--- config.mk ---
export PLATFORM = sky130hd
export DESIGN_NAME = hazard_stall_unit
export DESIGN_NICKNAME = d
export VERILOG_FILES = /design/src/rtl/my_pkg.sv /design/src/rtl/dst_track.sv /design/src/rtl/hazard_stall_unit.sv
export SDC_FILE = /design/constraint.sdc
export NUM_CORES = 1
export LEC_CHECK = 0
export ABC_CLOCK_PERIOD_IN_PS = 2710
export CORE_ASPECT_RATIO = 0.6
export CORE_MARGIN = 10
export CORE_UTILIZATION = 48
export CTS_BUF_LIST = sky130_fd_sc_hd__clkbuf_8 sky130_fd_sc_hd__clkbuf_16
export DETAILED_ROUTE_END_ITERATION = 8
export PLACE_DENSITY = 0.95
export SLEW_MARGIN = 20
export SYNTH_ARGS = -nofsm -noshare
export SYNTH_HDL_FRONTEND = slang
export SYNTH_SLANG_ARGS = --single-unit
--- constraint.sdc ---
create_clock -name clk -period 2.71 [get_ports clk]
set_input_delay 0.271 -clock clk [delete_from_list [all_inputs] [get_ports clk]]
set_output_delay 0.271 -clock clk [all_outputs]
set_load 0.02 [all_outputs]
--- src/rtl/my_pkg.sv ---
// Shared types for the RISCV-Lite hazard controller and the forwarding-unit hookup.
package my_pkg;

    typedef enum logic [1:0] {
        RUN      = 2'd0,
        MEM_WAIT = 2'd1,
        TIMEOUT  = 2'd2
    } hz_state_t;

    typedef struct packed {
        logic pc_we;
        logic ifid_we;
        logic ifid_flush;
        logic idex_bubble;
        logic pipe_freeze;
    } hz_ctrl_o;

    typedef struct packed {
        logic [4:0] rd;
        logic       regwrite;
        logic       rd_nz;
    } dst_track_t;

    function automatic logic load_use_hit(
        input logic [4:0] rs1,
        input logic [4:0] rs2,
        input logic       use_rs1,
        input logic       use_rs2,
        input logic [4:0] ex_rd,
        input logic       ex_memread
    );
        return ex_memread && (ex_rd != 5'd0) &&
               ((use_rs1 && (rs1 == ex_rd)) || (use_rs2 && (rs2 == ex_rd)));
    endfunction

endpackage

--- src/rtl/dst_track.sv ---
// Two-stage EX->MEM->WB destination metadata pipeline; both stages hold when en_i is low.
module dst_track
    import my_pkg::*;
(
    input  logic       clk,
    input  logic       rst_n,
    input  logic       en_i,
    input  dst_track_t ex_i,
    output dst_track_t mem_o,
    output dst_track_t wb_o
);

    dst_track_t mem_q;
    dst_track_t wb_q;

    always_ff @(posedge clk or negedge rst_n) begin
        if (!rst_n) begin
            mem_q <= '0;
            wb_q  <= '0;
        end else if (en_i) begin
            mem_q <= ex_i;
            wb_q  <= mem_q;
        end
    end

    assign mem_o = mem_q;
    assign wb_o  = wb_q;

endmodule

--- src/rtl/hazard_stall_unit.sv ---
// Load-use / branch / memory-wait hazard controller with registered MEM/WB destination tracking.
module hazard_stall_unit
    import my_pkg::*;
#(
    parameter int unsigned WAIT_TIMEOUT = 16
) (
    input  logic       clk,
    input  logic       rst_n,
    input  logic [4:0] id_rs1,
    input  logic [4:0] id_rs2,
    input  logic       id_use_rs1,
    input  logic       id_use_rs2,
    input  logic [4:0] ex_rd,
    input  logic       ex_regwrite,
    input  logic       ex_memread,
    input  logic       ex_branch_taken,
    input  logic       dmem_req,
    input  logic       dmem_ready,
    output logic       pc_we,
    output logic       ifid_we,
    output logic       ifid_flush,
    output logic       idex_bubble,
    output logic       pipe_freeze,
    output logic [4:0] mem_rd,
    output logic [4:0] wb_rd,
    output logic       mem_regwrite,
    output logic       wb_regwrite,
    output logic       mem_rd_nz,
    output logic       wb_rd_nz,
    output logic       timeout_err
);

    hz_state_t  state_q, state_d;
    logic [7:0] cnt_q, cnt_d;
    logic       timeout_q, timeout_d;
    logic       freeze;
    logic       hazard;
    hz_ctrl_o   ctrl;
    dst_track_t ex_dst, mem_dst, wb_dst;

    assign freeze = dmem_req && !dmem_ready;
    assign hazard = load_use_hit(id_rs1, id_rs2, id_use_rs1, id_use_rs2, ex_rd, ex_memread);

    always_comb begin
        ctrl = '{pc_we: 1'b1, ifid_we: 1'b1, ifid_flush: 1'b0,
                 idex_bubble: 1'b0, pipe_freeze: 1'b0};
        if (freeze) begin
            ctrl.pc_we       = 1'b0;
            ctrl.ifid_we     = 1'b0;
            ctrl.pipe_freeze = 1'b1;
        end else if (ex_branch_taken) begin
            ctrl.ifid_flush  = 1'b1;
            ctrl.idex_bubble = 1'b1;
        end else if (hazard) begin
            ctrl.pc_we       = 1'b0;
            ctrl.ifid_we     = 1'b0;
            ctrl.idex_bubble = 1'b1;
        end
    end

    assign pc_we       = ctrl.pc_we;
    assign ifid_we     = ctrl.ifid_we;
    assign ifid_flush  = ctrl.ifid_flush;
    assign idex_bubble = ctrl.idex_bubble;
    assign pipe_freeze = ctrl.pipe_freeze;

    always_ff @(posedge clk or negedge rst_n) begin
        if (!rst_n) begin
            state_q   <= RUN;
            cnt_q     <= '0;
            timeout_q <= 1'b0;
        end else begin
            state_q   <= state_d;
            cnt_q     <= cnt_d;
            timeout_q <= timeout_d;
        end
    end

    always_comb begin
        state_d   = state_q;
        cnt_d     = cnt_q;
        timeout_d = timeout_q;
        case (state_q)
            RUN: begin
                cnt_d = '0;
                if (freeze) state_d = MEM_WAIT;
            end
            MEM_WAIT: begin
                if (cnt_q != 8'hFF) cnt_d = cnt_q + 8'd1;
                if (dmem_ready) begin
                    state_d = RUN;
                end else if (cnt_q == 8'(WAIT_TIMEOUT - 1)) begin
                    state_d   = TIMEOUT;
                    timeout_d = 1'b1;
                end
            end
            TIMEOUT: begin
                if (dmem_ready) state_d = RUN;
            end
            default: state_d = RUN;
        endcase
    end

    assign timeout_err = timeout_q;

    assign ex_dst = '{rd: ex_rd, regwrite: ex_regwrite, rd_nz: (ex_rd != 5'd0)};

    dst_track u_dst_track (
        .clk   (clk),
        .rst_n (rst_n),
        .en_i  (!freeze),
        .ex_i  (ex_dst),
        .mem_o (mem_dst),
        .wb_o  (wb_dst)
    );

    assign mem_rd       = mem_dst.rd;
    assign mem_regwrite = mem_dst.regwrite;
    assign mem_rd_nz    = mem_dst.rd_nz;
    assign wb_rd        = wb_dst.rd;
    assign wb_regwrite  = wb_dst.regwrite;
    assign wb_rd_nz     = wb_dst.rd_nz;

endmodule

==> reports/qor.yml, run 1 <==
cp_top_family: "buffers and inverters"
synth_cell_type_count: 33
ys_seq_area_frac: 0.498
p_leak_nw: 0.782
powerDensity_nw_per_um2: 467
pin_count: 44
wl_mm: 3.67
cp_common_cell: "clkdlybuf4s50_1"
synth_most_common_cell: "nand2_1"
die_x_um: 86.0
grt_pass1_wl_mm: 6.01
cp-start-kind: "input pin"
critPathArrivalTime_ns: 2.17
num_rows: 14
path_class: "in -> out"
rr_worst_depth: 5
required_ns: 2.44
ant_nets: 0
hold_violations: 0
h-tree-depth: 1
cts_resized: 0
setup_tns_ns: 0
dp_cells: 216
cts_root_buffer: "clkbuf_8"
drt_iter0_markers: 60
area_delta_synth_final_pct: 40.7
async_flop_share: 1.00
post-route-period-util: 0.899
grt_max_degree: 26
vdd_drop_max_mv: 0.279
max_stage_delay_ns: 0.61
cp_max_fo: 4
die-height_um: 59.6
cp_num_buf_inv: 2
grt_usage: 0.146
syn-num-nets: 168
r2r_start: "cnt_q[0]$_DFFE_PN0P_"
initial_core_util: 0.501
cp.depth: 6
cts_tree: "yes"
clkSinkCount: 25
fin_cells: 220
yosysWarnings: 0
clk_latency_ns: 0.27
antenna_found_initial: 0
netlist_top_cells_count: "nand2_1 (46), dfrtp_1 (25), nor2_1 (11), xnor2_1 (10), a21oi_1 (7)"
maxCapViolations: 0
rsz0062_at_grt: "false"
period_needed_ns: 2.44
gp_congestion: 0.817
path_cells: "clkdlybuf4s50_1 -> xnor2_1 -> nand4_1 -> o22ai_1 -> a41o_1 -> clkdlybuf4s50_1"
cp-end-kind: "primary output"
slowest_stage: "clkdlybuf4s50_1"
drc: 0
min_path_type: "in -> async"
layout.nets: 214
netlist.area_leader.share: 0.498
drive_gt1_frac: 0.0532
setup_viol: 0
cts_buffer_depth: 2
syn_area_um2: 1260
clk_pin_slew_ns: 0.08
ys_ff_latch: 25
grt_overflow: 0
io_buffers: 43
routedWlPerCell_um: 16.7
antenna_cells: 0
first_pass_iters: 4
skew_ns: 0.00218
die_area_um2: 5130
crit_start: "ex_rd[0]"
ys.flop_type: "dfrtp_1"
first_global_vias: 1212
vias: 1160
post-dp-hpwl_mm: 2.97
yosys.area.top_type: "dfrtp_1"
status: "complete, no violations"
core-area_um2: 2500
yosys-top-cells-area: "dfrtp_1 (50%), nand2_1 (14%), xnor2_1 (7.0%)"
cts_setup_buffers: 0
drv_slew: 0
cts-buffers-inserted: 3
r2r_end: "cnt_q[5]$_DFFE_PN0P_"
power_uw: 826
viasPerCell: 5.27
cts.hold.buffers_added: 0
worstMarginPinSlew_ns: 0.354
reg2reg_slack_ns: 1.02
synth_edf_count: 0
whs_ns: 0.361
clock.fmax_mhz: 410
syn_area_per_cell_um2: 8.78
syn-instance-count: 143
slew_headroom: 0.758
setup.worst_path.end: "idex_bubble"
[layer usage]
layer | vias to the layer above | routed length, um | global-route usage
li1 | 569 | - | -
met3 | 5 | 209 | 0.0495
met1 | 563 | 1630 | 0.183
met5 | - | 0 | 0
met4 | 0 | 21 | 0.0280
met2 | 23 | 1810 | 0.240
[worst min-delay path by stage]
stage / startpoint / endpoint / depth (start not counted)
after floorplan: rst_n / cnt_q[0]$_DFFE_PN0P_ / 0
final: rst_n / cnt_q[4]$_DFFE_PN0P_ / 2
after global routing: rst_n / u_dst_track.mem_o[2]$_DFFE_PN0N_ / 2
after detailed placement: u_dst_track.wb_o[4]$_DFFE_PN0N_ / u_dst_track.wb_o[4]$_DFFE_PN0N_ / 2
after CTS: rst_n / state_q[0]$_DFFE_PN0P_ / 2
after global placement: u_dst_track.wb_o[3]$_DFFE_PN0N_ / u_dst_track.wb_o[3]$_DFFE_PN0N_ / 2
[worst register-to-register path, stage by stage, from the launching register on]
cell	delay (ns)
dfrtp_1	0.43
ha_1	0.25
nand3_1	0.21
nor2_1	0.15
or4_1	0.52
nand3_1	0.09
[power by group]
part           switching [mW]  internal [mW]  total, mW
logic                  0.0963          0.100      0.196
registers              0.0193          0.395      0.415
clock network           0.114          0.101      0.215
total                   0.230          0.597      0.826
[cell families after synthesis]
group,count (synthesis),share of synthesized area
muxes,1,0.00896
AOI/OAI and AO/OA,22,0.117
DFF,25,0.498
buffers and inverters,10,0.0388
xor gates and xnor gates,10,0.0697
adders and majority gates,1,0.00996
and+or+nand+nor,74,0.258
[area by class of cell]
| type | instances | area (um2) |
|---|---|---|
| clock buffers | 3 | 41.3 |
| clock inverters | 1 | 3.75 |
| fillers | 187 | 737 |
| inverters | 4 | 15.0 |
| multi-input cells | 108 | 582 |
| flip-flops and latches | 25 | 626 |
| well taps | 32 | 40.0 |
| repair buffers | 47 | 460 |
[cell usage in the layout, fill, tap and decap left out, types with 2 or more instances in the layout]
master / instances
clkbuf_8: 3
nand2_1: 46
nand2b_1: 3
o21ai_0: 2
nand4_1: 3
xnor2_1: 10
buf_4: 4
clkdlybuf4s50_1: 43
a41oi_1: 2
o31ai_1: 2
nor2_1: 11
nand3_1: 3
a31oi_1: 2
inv_1: 4
dfrtp_1: 25
a21oi_1: 7
nor3_1: 2
[through the flow]
step	worst slack, ns	area, um2	util
3_5_place_dp	0.266	1720	0.688
4_1_cts	0.264	1770	0.706
5_1_grt	0.112	1770	0.706
3_3_place_gp	0.346	1720	0.688
2_1_floorplan	1.07	1260	-
6_report	0.274	1770	0.706
[flip-flops by register name (all words and copies together) (netlist names)]
register and count:
cnt_q 8, timeout_err 1, state_q 2, u_dst_track.wb_o 7, u_dst_track.mem_o 7
Note: power is estimated with default switching activity, not from simulation.
==> inputs of run 2 (changes only) <==
Settings changed: ABC_CLOCK_PERIOD_IN_PS 2710 to 2800, CORE_ASPECT_RATIO 0.6 to unset, CORE_UTILIZATION 48 to 44, PLACE_DENSITY 0.95 to 0.89.
Clock period 2.71 ns to 2.8 ns, I/O delays scaled along.
==> run 2 against run 1 <==
  * Hold slack gained 0.0039 ns
  * Sequential share of layout area rose by 0.18 points
  * Sequential power fell by 3%
  * Register-to-register slack gained 0.07 ns
  * Clock power decreased by 4%
  * Design area is 0.50% lower
  * Clock-buffer cell count stayed put
  * Worst setup slack improved by 0.10 ns
  * Via count up 1.6%
  * Critical path type unchanged
  * Largest cell class unchanged
  * Highest routed layer unchanged
==> reports/qor.yml, run 2 (same netlist as run 1, synthesis figures left out) <==
status: "complete, no violations"
clk_pin_slew_ns: 0.08
skew_ns: 0.00147
drive_gt1_frac: 0.0481
slew_headroom: 0.762
clkPwrFrac: 0.260
setup_viol: 0
clkSinkCount: 25
share_comb_of_total_power: 0.234
clock.fmax_mhz: 412
grtUsageMet3: 0.0673
gp_congestion: 0.787
final_util: 0.643
routedWlPerCell_um: 15.0
post-dp-hpwl_mm: 2.61
grt_usage: 0.125
grt_max_degree: 26
die_x_um: 73.4
p_leak_nw: 0.778
use_met1: 0.132
p_sw_uw: 216
powerDensity_nw_per_um2: 451
num_rows: 19
area_delta_synth_final_pct: 40.0
cp_common_cell: "clkdlybuf4s50_1"
io_buffers: 43
initial_core_util: 0.459
die-height_um: 73.4
drc: 0
vias: 1179
critPathArrivalTime_ns: 2.15
hold_violations: 0
wl_mm: 3.27
layout.nets: 213
clk_latency_ns: 0.26
vdd_drop_max_mv: 0.365
cp.depth: 6
setup_tns_ns: 0
period_needed_ns: 2.43
p_sw_frac: 0.273
cts_setup_buffers: 0
die_area_um2: 5390
required_ns: 2.52
post-route-period-util: 0.866
cp-start-kind: "input pin"
cts.hold.buffers_added: 0
cts_root_buffer: "clkbuf_8"
whs_ns: 0.365
cts_tree: "yes"
final_common_cell: "nand2_1"
cts_resized: 0
busiest_layer: "met2"
cp_max_fo: 4
h-tree-depth: 1
max_flop_register: "cnt_q"
drv_slew: 0
cp_top_family: "buffers and inverters"
p_int_uw: 577
min_path_type: "in -> async"
pin_count: 44
cp_num_buf_inv: 2
drt_iter0_markers: 45
cts-buffers-inserted: 3
first_global_vias: 1188
maxCapViolations: 0
max_stage_delay_ns: 0.60
antenna_found_initial: 0
grt_pass1_wl_mm: 5.35
cts_buffer_depth: 2
worstMarginPinSlew_ns: 0.348
grt_overflow: 0
cp-end-kind: "primary output"
core-area_um2: 2730
path_cells: "clkdlybuf4s50_1 -> xnor2_1 -> nand4_1 -> o22ai_1 -> a41o_1 -> clkdlybuf4s50_1"
rr_worst_depth: 5
path_class: "in -> out"
ant_nets: 0
first_pass_iters: 4
rsz0062_at_grt: "false"
pwr-share-seq: 0.506
layout_common_cells: "nand2_1 (46), clkdlybuf4s50_1 (43), dfrtp_1 (25), nor2_1 (11), xnor2_1 (10)"
viasPerCell: 5.41
largest_reg_flops: 8
grtUsageMet2: 0.210
power_uw: 793
antenna_cells: 0
slowest_stage: "clkdlybuf4s50_1"
==> run 2: changes by cell type in the layout (fill, tap and decap cells not counted), sizes merged <==
cell,previous run,this run
buf,4,3
==> run 2: stage by stage <==
| stage | cells | area [um2] | setup slack [ns] |
|---|---|---|---|
| after global placement | 214 | 1710 | 0.425 |
| after floorplan | 143 | 1260 | 1.15 |
| after global routing | 218 | 1760 | 0.280 |
| after CTS | 218 | 1760 | 0.371 |
| after detailed placement | 214 | 1710 | 0.388 |
| final | 218 | 1760 | 0.374 |
==> run 2: power by group through the flow <==
stage / registers, mW / logic, mW / clock network, mW
final: 0.401 / 0.185 / 0.206
after global routing: 0.405 / 0.202 / 0.232
after CTS: 0.401 / 0.188 / 0.208
after detailed placement: 0.408 / 0.187 / 0
after global placement: 0.406 / 0.182 / 0
after floorplan: 0.427 / 0.0602 / 0
==> run 2: per-layer routing <==
metal / share of wire / wire length [um]
met3: 0.11 / 364
met5: 0 / 0
met4: 0.0083 / 27
met1: 0.39 / 1270
met2: 0.49 / 1610
==> run 2: cell type report <==
| type | count | area [um2] |
|---|---|---|
| clock buffer | 3 | 41.3 |
| clock inverter | 1 | 3.75 |
| fill | 196 | 975 |
| inverter | 4 | 15.0 |
| multi-input combinational | 108 | 582 |
| sequential | 25 | 626 |
| tap | 31 | 38.8 |
| timing repair buffer | 46 | 453 |
==> run 2: worst register-to-register path, stage by stage (launching register included) <==
cell,delay [ns]
dfrtp_1,0.43
ha_1,0.25
nand3_1,0.20
nor2_1,0.15
or4_1,0.52
nand3_1,0.10
==> run 2: worst paths after layout <==
kind,to,slack [ns],start
hold / removal,cnt_q[2]$_DFFE_PN0P_,0.37,rst_n
hold reg to reg,u_dst_track.wb_o[4]$_DFFE_PN0N_,0.47,u_dst_track.wb_o[4]$_DFFE_PN0N_
min in group clk,u_dst_track.wb_o[4]$_DFFE_PN0N_,0.47,u_dst_track.wb_o[4]$_DFFE_PN0N_
setup reg to reg,cnt_q[5]$_DFFE_PN0P_,1.09,cnt_q[0]$_DFFE_PN0P_
setup / recovery,idex_bubble,0.37,ex_rd[4]
max in group asynchronous,cnt_q[6]$_DFFE_PN0P_,2.20,rst_n
==> inputs of run 3 (changes only) <==
Settings changed: ABC_CLOCK_PERIOD_IN_PS 2800 to 2100, CORE_UTILIZATION 44 to 40, PLACE_DENSITY 0.89 to 0.86.
Clock period 2.8 ns to 2.1 ns, I/O delays scaled along.
==> run 3 against run 2 <==
  * Hold slack got worse by 0.087 ns
  * Clock power rose by 42%
  * Clock skew up 0.011 ns
  * Design area rose by 5.6%
  * Total power grew 37%
  * Via count up 0.42%
  * Clock-buffer cell count unchanged
  * First-iteration DRC count grew 8.9%
  * Non-clock buffer count up 10
  * Core utilization fell by 3.0 points
  * Critical path depth unchanged
  * Global-route usage is 0.48 points lower
  * Highest routed layer unchanged
==> reports/qor.yml, run 3 (same netlist as run 1, synthesis figures left out) <==
layout.nets: 223
drive_gt1_frac: 0.117
drt_iter0_markers: 49
slowest_stage: "clkdlybuf4s50_1"
first_pass_iters: 4
cp_num_buf_inv: 2
final_util: 0.614
largest_reg_flops: 8
h-tree-depth: 1
cp_max_fo: 4
ant_nets: 0
p_sw_frac: 0.281
cts_root_buffer: "clkbuf_8"
final_common_cell: "nand2_1"
viasPerCell: 4.91
routedWlPerCell_um: 14.5
p_sw_uw: 305
slew_headroom: 0.717
setup_viol: 0
drv_slew: 0
maxCapViolations: 0
clk_pin_slew_ns: 0.10
layout_common_cells: "nand2_1 (46), clkdlybuf4s50_1 (39), dfrtp_1 (25), buf_4 (13), nor2_1 (11)"
critPathArrivalTime_ns: 1.76
clkPwrFrac: 0.270
post-dp-hpwl_mm: 2.69
p_leak_nw: 0.836
cp_top_family: "buffers and inverters"
grt_pass1_wl_mm: 5.69
antenna_cells: 0
cts-buffers-inserted: 3
area_delta_synth_final_pct: 47.9
die_area_um2: 5780
cts_tree: "yes"
grt_overflow: 0
initial_core_util: 0.415
die_x_um: 76.0
gp_congestion: 0.863
cp-end-kind: "primary output"
share_comb_of_total_power: 0.238
powerDensity_nw_per_um2: 584
core-area_um2: 3030
place_area_um2: 1810
pwr-share-seq: 0.492
clock.fmax_mhz: 508
path_class: "in -> out"
clkSinkCount: 25
grt_max_degree: 26
drc: 0
period_needed_ns: 1.97
io_buffers: 43
skew_ns: 0.0123
postLayoutCellArea_um2: 1860
vias: 1184
setup_tns_ns: 0
worstMarginPinSlew_ns: 0.414
cts.hold.buffers_added: 0
max_stage_delay_ns: 0.57
required_ns: 1.89
p_int_uw: 780
cts_buffer_depth: 2
max_flop_register: "cnt_q"
post-route-period-util: 0.937
wl_mm: 3.49
grt_usage: 0.120
status: "complete, no violations"
min_path_type: "in -> async"
vdd_drop_max_mv: 0.292
antenna_found_initial: 0
clk_latency_ns: 0.28
path_cells: "clkdlybuf4s50_1 -> xnor2_1 -> nand4_1 -> o22ai_2 -> a41oi_1 -> dlygate4sd2_1"
pin_count: 44
die-height_um: 76.0
hold_violations: 0
cp-start-kind: "input pin"
first_global_vias: 1193
num_rows: 20
rsz0062_at_grt: "false"
==> run 3: changes by cell type in the layout (fill, tap and decap cells not counted), sizes merged <==
cell	delta
buf	+10
clkdlybuf4s50	-4
dlygate4sd2	+2
clkbuf	+1
clkinv	+1
dlymetal6s2s	+1
inv	-1
==> run 3: layer usage <==
| layer | routed length [um] | global-route usage | vias up |
|---|---|---|---|
| li1 | - | - | 586 |
| met1 | 1430 | 0.131 | 565 |
| met2 | 1810 | 0.202 | 27 |
| met3 | 161 | 0.0342 | 6 |
| met4 | 91 | 0.0720 | 0 |
| met5 | 0 | 0 | - |
==> run 3: area by class of cell <==
cell class                      instances  area, um2
Clock buffer                            3       41.3
Clock inverter                          1       5.00
Fill cell                             275       1170
Inverter                                4       15.0
Multi-Input combinational cell        108        593
Sequential cell                        25        626
Tap cell                               44       55.1
Timing Repair Buffer                   56        523
==> run 3: power groups by stage <==
stage               Combinational (mW)  Sequential, mW  Clock, mW
floorplan                       0.0802           0.569          0
global placement                 0.256           0.542          0
detailed placement               0.262           0.544          0
CTS                              0.260           0.535      0.298
global route                     0.281           0.539      0.322
finish                           0.258           0.534      0.293
==> run 3: worst register-to-register path, stage by stage, from the launching register on <==
cell	delay (ns)
dfrtp_1	0.43
ha_1	0.25
nand3_1	0.19
nor2_1	0.14
or4_1	0.51
nand3_1	0.09
==> run 3: final timing paths <==
path                                                 start                          endpoint  slack [ns]  depth (start not counted)
min                                                  rst_n              cnt_q[0]$_DFFE_PN0P_        0.28                          2
max reg2reg                           cnt_q[0]$_DFFE_PN0P_              cnt_q[5]$_DFFE_PN0P_        0.43                          5
max in group asynchronous                            rst_n  u_dst_track.mem_o[5]$_DFFE_PN0N_        1.57                          2
min in group clk                                  ex_rd[1]  u_dst_track.mem_o[3]$_DFFE_PN0N_        0.40                          4
max                                               ex_rd[0]                             pc_we        0.13                          6
min reg2reg                u_dst_track.wb_o[2]$_DFFE_PN0N_   u_dst_track.wb_o[2]$_DFFE_PN0N_        0.47                          2
==> run 3: what timing repair did <==
| item | CTS | global route |
|---|---|---|
| endpoints found under the setup margin | 3 | 3 |
| resized for setup | 3 | 5 |
| pin swaps | 0 | 1 |
| setup buffers | 0 | 0 |
==> run 3: through the flow <==
stage	setup WS [ns]	hold slack, ns	std cells	power (mW)
after floorplan	0.572	-0.0856	143	0.649
after global placement	-0.131	0.448	237	0.798
after detailed placement	-0.231	0.455	237	0.805
after CTS	0.0320	0.299	241	1.09
after global routing	0.0464	0.337	241	1.14
final	0.133	0.279	241	1.09
